$ cat src/rtl/demux_pkg.sv
`default_nettype none
// ============================================================================
// Module   : demux_pkg
// Purpose  : Types and constants shared by the serial frame router and its
//            phase counter.
// Revision : 1.0 - initial release
// ============================================================================
package demux_pkg;

  // Router phases: waiting for start, shifting in the address, then payload.
  typedef enum logic [1:0] {
    ST_IDLE = 2'd0,
    ST_ADDR = 2'd1,
    ST_DATA = 2'd2
  } state_e;

  localparam int ADDR_BITS = 3;
  localparam int NUM_CH    = 8;

  // Larger of two integers; used to size a counter that serves two phases.
  function automatic int max_int(input int a, input int b);
    return (a > b) ? a : b;
  endfunction

endpackage : demux_pkg
`default_nettype wire

$ cat src/rtl/frame_bit_counter.sv
`default_nettype none
// ============================================================================
// Module   : frame_bit_counter
// Purpose  : Loadable down-counter with a terminal-count flag. Loaded with
//            (length - 1) at the start of a phase; tc_o is high during the
//            final cycle of that phase. Saturates at zero, never wraps.
// Revision : 1.0 - initial release
// ============================================================================
module frame_bit_counter #(
  parameter int WIDTH = 4
) (
  input  logic             clk,
  input  logic             rst_n,
  input  logic             clr_i,
  input  logic             load_i,
  input  logic [WIDTH-1:0] load_val_i,
  input  logic             dec_i,
  output logic             tc_o
);

  logic [WIDTH-1:0] cnt_q;
  logic [WIDTH-1:0] cnt_d;

  // Next count: clear beats load, load beats decrement; hold at zero.
  always_comb begin
    cnt_d = cnt_q;
    if (clr_i) begin
      cnt_d = '0;
    end else if (load_i) begin
      cnt_d = load_val_i;
    end else if (dec_i && (cnt_q != '0)) begin
      cnt_d = cnt_q - 1'b1;
    end
  end

  // Count register with asynchronous clear.
  always_ff @(posedge clk or negedge rst_n) begin
    if (!rst_n) begin
      cnt_q <= '0;
    end else begin
      cnt_q <= cnt_d;
    end
  end

  assign tc_o = (cnt_q == '0);

endmodule : frame_bit_counter
`default_nettype wire

$ cat src/rtl/demux_frame_router.sv
`default_nettype none
// ============================================================================
// Module   : demux_frame_router
// Purpose  : Deserialises a frame (3-bit address then DATA_BITS payload bits,
//            both MSB first) and drives a downstream 1:8 demux with a
//            registered channel select and a one-cycle-delayed payload bit.
//            Handles abort, start-while-busy errors and a wrapping frame count.
// Revision : 1.0 - initial release
// ============================================================================
module demux_frame_router
  import demux_pkg::*;
#(
  parameter int DATA_BITS = 8
) (
  input  logic                 clk,
  input  logic                 rst_n,
  input  logic                 start,
  input  logic                 ser_in,
  input  logic                 abort,
  output logic [ADDR_BITS-1:0] sel,
  output logic                 din,
  output logic                 dout_valid,
  output logic                 busy,
  output logic                 frame_done,
  output logic                 err,
  output logic [7:0]           frame_cnt
);

  // The counter is shared by both phases, so it must hold the larger of the
  // address length and the payload length.
  localparam int CNT_W = max_int($clog2(DATA_BITS + 1), $clog2(ADDR_BITS + 1));
  localparam logic [CNT_W-1:0] LD_ADDR = CNT_W'(ADDR_BITS - 1);
  localparam logic [CNT_W-1:0] LD_DATA = CNT_W'(DATA_BITS - 1);

  state_e                 state_q;
  logic [ADDR_BITS-2:0]   addr_sr_q;   // first address bits; last one joins at the load edge
  logic [ADDR_BITS-1:0]   sel_q;
  logic                   din_q;
  logic                   dout_valid_q;
  logic                   busy_q;
  logic                   frame_done_q;
  logic                   err_q;
  logic [7:0]             frame_cnt_q;

  logic                   ctr_clr;
  logic                   ctr_load;
  logic [CNT_W-1:0]       ctr_load_val;
  logic                   ctr_dec;
  logic                   ctr_tc;
  logic                   in_frame;

  assign in_frame = (state_q != ST_IDLE);

  // Phase counter control: load at the start of ADDR and of DATA, count down
  // while in a frame, clear when a frame is aborted.
  always_comb begin
    ctr_clr      = in_frame && abort;
    ctr_load     = 1'b0;
    ctr_load_val = LD_ADDR;
    ctr_dec      = in_frame && !abort;
    if ((state_q == ST_IDLE) && start && !abort) begin
      ctr_load     = 1'b1;
      ctr_load_val = LD_ADDR;
    end else if ((state_q == ST_ADDR) && !abort && ctr_tc) begin
      ctr_load     = 1'b1;
      ctr_load_val = LD_DATA;
    end
  end

  frame_bit_counter #(
    .WIDTH (CNT_W)
  ) u_bit_counter (
    .clk        (clk),
    .rst_n      (rst_n),
    .clr_i      (ctr_clr),
    .load_i     (ctr_load),
    .load_val_i (ctr_load_val),
    .dec_i      (ctr_dec),
    .tc_o       (ctr_tc)
  );

  // Frame FSM with every output registered; pulses default low each cycle.
  always_ff @(posedge clk or negedge rst_n) begin
    if (!rst_n) begin
      state_q      <= ST_IDLE;
      addr_sr_q    <= '0;
      sel_q        <= '0;
      din_q        <= 1'b0;
      dout_valid_q <= 1'b0;
      busy_q       <= 1'b0;
      frame_done_q <= 1'b0;
      err_q        <= 1'b0;
      frame_cnt_q  <= 8'd0;
    end else begin
      din_q        <= 1'b0;
      dout_valid_q <= 1'b0;
      frame_done_q <= 1'b0;
      err_q        <= 1'b0;
      case (state_q)
        ST_IDLE: begin
          // Abort outranks start, so a simultaneous pair leaves us idle.
          if (start && !abort) begin
            state_q <= ST_ADDR;
            busy_q  <= 1'b1;
          end
        end
        ST_ADDR: begin
          if (abort) begin
            state_q <= ST_IDLE;
            busy_q  <= 1'b0;
            err_q   <= 1'b1;
          end else begin
            err_q     <= start;
            addr_sr_q <= {addr_sr_q[ADDR_BITS-3:0], ser_in};
            if (ctr_tc) begin
              sel_q   <= {addr_sr_q, ser_in};
              state_q <= ST_DATA;
            end
          end
        end
        ST_DATA: begin
          if (abort) begin
            state_q <= ST_IDLE;
            busy_q  <= 1'b0;
            err_q   <= 1'b1;
          end else begin
            err_q        <= start;
            din_q        <= ser_in;
            dout_valid_q <= 1'b1;
            if (ctr_tc) begin
              state_q      <= ST_IDLE;
              busy_q       <= 1'b0;
              frame_done_q <= 1'b1;
              frame_cnt_q  <= frame_cnt_q + 8'd1;
            end
          end
        end
        default: begin
          state_q <= ST_IDLE;
          busy_q  <= 1'b0;
        end
      endcase
    end
  end

  assign sel        = sel_q;
  assign din        = din_q;
  assign dout_valid = dout_valid_q;
  assign busy       = busy_q;
  assign frame_done = frame_done_q;
  assign err        = err_q;
  assign frame_cnt  = frame_cnt_q;

endmodule : demux_frame_router
`default_nettype wire
$ cat config.mk
export PLATFORM = sky130hd
export DESIGN_NAME = demux_frame_router
export DESIGN_NICKNAME = d
export VERILOG_FILES = /design/src/rtl/demux_pkg.sv /design/src/rtl/frame_bit_counter.sv /design/src/rtl/demux_frame_router.sv
export SDC_FILE = /design/constraint.sdc
export NUM_CORES = 1
export LEC_CHECK = 0
export CAP_MARGIN = 20
export CORE_AREA = 2 2 54 56
export CTS_CLUSTER_SIZE = 14
export DETAILED_ROUTE_END_ITERATION = 8
export DIE_AREA = 0 0 56 58
export PLACE_DENSITY = 0.73
export SLEW_MARGIN = 15
export SYNTH_ARGS = -nofsm -noshare
export SYNTH_HDL_FRONTEND = slang
export SYNTH_HIERARCHICAL = 1
export SYNTH_SLANG_ARGS = --single-unit
$ cat constraint.sdc
create_clock -name clk -period 5.9 [get_ports clk]
set_clock_uncertainty 0.2 [all_clocks]
set_input_delay 1.475 -clock clk [delete_from_list [all_inputs] [get_ports clk]]
set_output_delay 1.475 -clock clk [all_outputs]
set_load 0.01 [all_outputs]
# After elaboration in Yosys (flattened, before gate mapping)
# Cells that the tools add are included.
[op_classes]
bitwise = 1
reduce_logical = 20
n_mux = 27
n_eq_ne = 6
addsub = 2
[op_table]
columns = ["cell", "n"]
rows = [
  ["1-bit two-way mux", 15],
  ["4-bit two-way mux", 3],
  ["3-bit AND reduction", 4],
  ["2-bit two-way mux", 5],
  ["8-bit by 1-bit adder with 8-bit output, second input constant", 1],
  ["1-bit logical AND", 8],
  ["3-bit two-way mux", 2],
  ["3-bit inequality test, second input constant", 2],
  ["2-bit case mux with 3 select lines", 1],
  ["4-bit zero test", 1],
  ["4-bit nonzero test", 1],
  ["4-bit by 1-bit subtractor with 4-bit output, second input constant", 1],
  ["1-bit case mux with 3 select lines", 1],
  ["3-bit nonzero test", 1],
  ["2-bit by 1-bit == test with 1-bit output, second input constant", 1],
  ["2-bit == test, second input constant", 1],
  ["2-bit zero test", 1],
  ["2-bit by 1-bit inequality test with 1-bit output, second input constant", 1],
  ["2-bit inequality test, second input constant", 1],
  ["2-bit AND reduction", 1],
  ["2-bit nonzero test", 1],
  ["2-bit OR reduction", 1],
  ["1-bit zero test", 1],
  ["1-bit NOT", 1],
]
[totals]
elab_cells = 66
output_inout_bits = 16
reg_bits = 24
in_bits = 5

# Logic depth before layout (Yosys ltp)
[logic_depth]
word_depth = 7
ltp_mapped = 10
mapped_depth_nobuf = 9

# Modules after synthesis
# Netlist, hierarchy kept.
[modules_own_cells]
columns = ["module", "cells_per_inst", "n_inst", "area_per_inst_um2", "seq_area_each_um2"]
rows = [
  ["demux_frame_router", 82, 1, 973.4, 500.5],
  ["frame_bit_counter", 31, 1, 292.8, 100.1],
]

# Worst setup path after synthesis
# No wires, ideal clock.
[synth_timing]
kind = "input to register"
start = "in abort"
end = "reg u_bit_counter.cnt_q[3]"
setup_slack_ps = 3012
path_stages = 5
arrival_ps = 2542
required_time_ps = 5555
setup_ps = 145
n_path_buf = 1
cell_sequence = "buf_6 -> nor2_1 -> nor4b_1 -> mux2i_1 -> a211oi_1"
[synth_between]
elab_cells_between_ends = 12
classes_between = "mux: 4; reduce/logical: 8"
[synth_lines]
columns = ["element", "line", "source"]
rows = [
  ["start, declared", "demux_frame_router.sv:19", "input logic abort,"],
  ["1-bit zero test", "demux_frame_router.sv:60", "ctr_dec = in_frame && !abort;"],
  ["1-bit logical AND", "demux_frame_router.sv:60", ""],
  ["via ctr_dec", "demux_frame_router.sv:48", "logic ctr_dec;"],
  ["1-bit logical AND", "frame_bit_counter.sv:31", "end else if (dec_i && (cnt_q != '0)) begin"],
  ["3-bit nonzero test (no source line)", "-", ""],
  ["end signal, assigned", "frame_bit_counter.sv:41", "cnt_q <= cnt_d;"],
  ["end, declared", "frame_bit_counter.sv:21", "logic [WIDTH-1:0] cnt_q;"],
]
# The timed path passes the listed nets, and every way through them passes these cells.
# A chain may end at the register's enable or synchronous reset.

# Worst setup path in the final report
# Same ends and word-level chain as after synthesis.

==> metrics.yaml <==
logic_synthesis:
  synth.avg_cell_area_um2: 11.2
  synth_ff_type: "dfrtp_1"
  synth-async-reset-ratio: 1.00
  post_synth_inst_count: 113
  synth_nets: 126
  synth_sequential_area_ratio: 0.474
  synth_edf_count: 0
  synth-seq-cells: 24
  netlist_area_um2: 1270
  yosys_warnings: 6
  yosys.cell_types.count: 36
timing:
  maxClockFrequency_mhz: 299
  max_slew_margin: 0.644
  timing.final.crit_period_ps: 3340
  timing_max_transition_violations_final: 0
  timing.final.hold_violations: 0
  final.setup.tns_ps: 0
  grt_setup_unrepaired: "false"
  final_min_period_over_clock_period: 0.566
  max_slew.worst_pin.slew_ps: 534
  setup_viol: 0
  finalWorstSetupSlack_ps: 2560
setup_path:
  timing.critical_path.arrival_ps: 3320
  worst_path_largest_cell_delay_ps: 600
  cp_max_fo: 13
  regToRegSetupSlack_ps: 3190
  critical_path_class: "primary input to flop"
  crit_chain: "clkdlybuf4s50_1 > nor2_1 > nor4b_1 > mux2i_1 > a211oi_1"
  crit_required_ps: 5880
  critPathLaunchType: "primary input"
  crit_path_top_delay_cell: "clkdlybuf4s50_1"
  endpoint_kind: "flop"
die:
  die-area_um2: 3250
  initial_core_util: 0.476
  fp.dieW_um: 56
  rows: 19
  ios: 21
  die_ht_um: 58
  design.core.area_um2: 2660
grt:
  grt_start_max_net_pins: 25
  grt_pass1_vias: 829
  globalRouteTotalUtil: 0.142
  grt_first_pass_wirelength_um: 3570
  antenna_violations_before_repair: 0
  globalRouteOverflowTotal: 0
clock_tree:
  clock_path_buffers: 2
  clock_latency_late_sink_ps: 310
  ctsResizeCount: 0
  clk_pin_slew_ps: 120
  numCtsBuffers: 3
  postCtsSetupRepairBufs: 0
  root_buffer: "clkbuf_4"
  cts.sink_count: 24
  cts-hold-fix-buffers: 0
  cts_tree: "built"
  cts_htree_levels: 1
finish:
  filler_cell_count: 246
  n_antenna_cell: 0
  finalNonFillerCells: 166
  final_layout_size_suffix_gt1_frac: 0.126
  mostFrequentLayoutCells: "dfrtp_1, clkdlybuf4s50_1, nand2_1"
  area_delta_synth_final_pct: 20.1
  ff_latch_area_um2: 601
  multi_input_area_um2: 619
  layout.cells.most_common: "dfrtp_1"
  nNetsFinal: 149
routing:
  detail_route.wirelength_um: 2090
  avgViaCountPerCell: 5.28
  ant_nets: 0
  vias: 876
  drt_drc_violations_left: 0
  initialDrtViolationCount: 36
  detailedRoute.firstPassIterationCount: 4
  wire_per_inst_um: 12.6
power:
  post-layout-total-power_mw: 0.646
  pwr-share-seq: 0.389
  clock_power_share: 0.131
  sw_frac_of_total: 0.370
  power.leakage_nw: 0.748
  internal-power_mw: 0.407
  power.density_cell_area_nw_per_um2: 425
  combPwrFrac: 0.480
  power.net_switching_mw: 0.239
  vdd_ir_drop_max_v: 0.000274
placement:
  placement.io_buffers: 20
  gp_routability_congestion: 0.789
  place_ws_ps: 2260
  numPlacedInstances: 162
  dp_hpwl_um: 1610
run:
  drv.max_cap_violation_count: 0
status:
  status: "completed"
min_path:
  hold_path_class: "flop to flop"
-- cell type report --
class                           count  area share
Timing Repair Buffer               20       0.128
Inverter                            8      0.0198
Sequential cell                    24       0.395
Tap cell                           31      0.0255
Clock buffer                        4      0.0239
Multi-Input combinational cell     79       0.407
-- power by group through the flow --
stage / logic, mW / clock network [mW] / registers [mW]
floorplan: 0.207 / 0 / 0.261
global placement: 0.306 / 0 / 0.252
detailed placement: 0.313 / 0 / 0.255
CTS: 0.315 / 0.0901 / 0.252
global route: 0.346 / 0.0955 / 0.258
finish: 0.310 / 0.0849 / 0.251
-- cells by family after synthesis --
| logic type | after synthesis | synth area share |
|---|---|---|
| flops | 24 | 0.474 |
| mux | 9 | 0.0771 |
| xor+xnor | 7 | 0.0484 |
| simple gates | 43 | 0.202 |
| fa+ha+maj | 8 | 0.0791 |
| buf+inv | 10 | 0.0366 |
| compound gates | 10 | 0.0771 |
| other cells | 2 | 0.00593 |
-- synthesized netlist by cell type, drive strengths merged (2+ instances only) --
master	n	share of area
nor2b	5	0.025
mux2i	3	0.024
mux2	6	0.053
nand3	4	0.016
dfrtp	24	0.47
inv	8	0.024
conb	2	0.0059
xor2	5	0.035
nor3	3	0.012
buf	2	0.013
ha	8	0.079
xnor2	2	0.014
nand2	12	0.036
nor2	8	0.024
-- worst max-delay path, delay by kind of cell --
family / cells / cell delay [ps]
AO/OA/AOI/OAI: 1 / 90
AND/OR/NAND/NOR: 2 / 910
buffers and inverters: 1 / 600
multiplexers: 1 / 250
-- flip-flops by register name, indices dropped and copies added, names as in the netlist --
register,cells
frame_cnt,8
u_bit_counter/cnt_q,4
sel,3
addr_sr_q,2
state_q,2
busy,1
din,1
dout_valid,1
err,1
frame_done,1
-- metrics by stage --
step                hold WS (ps)  instance area [µm²]   util
CTS                          289                 1530  0.573
detailed placement           267                 1490  0.559
global route                 304                 1520  0.571
floorplan                    275                 1270      -
finish                       282                 1520  0.571
global placement             256                 1490  0.559
-- per-layer routing --
metal | global-route usage | routed length (µm) | up-vias
met5 | 0 | 0 | -
li1 | - | - | 429
met2 | 0.249 | 1060 | 16
met1 | 0.167 | 939 | 427
met4 | 0.0714 | 23 | 0
met3 | 0.0268 | 62 | 4
-- worst paths after layout --
path                                   startpoint  depth (start not counted)                      to
hold / removal                       frame_cnt[7]                          1            frame_cnt[7]
min in group asynchronous                   rst_n                          1            frame_cnt[4]
hold reg to reg                      frame_cnt[7]                          1            frame_cnt[7]
max in group asynchronous                   rst_n                          1  u_bit_counter/cnt_q[1]
setup reg to reg           u_bit_counter/cnt_q[1]                          8  u_bit_counter/cnt_q[1]
setup / recovery                            abort                          5  u_bit_counter/cnt_q[3]
Note: power is estimated with default switching activity, not from simulation.
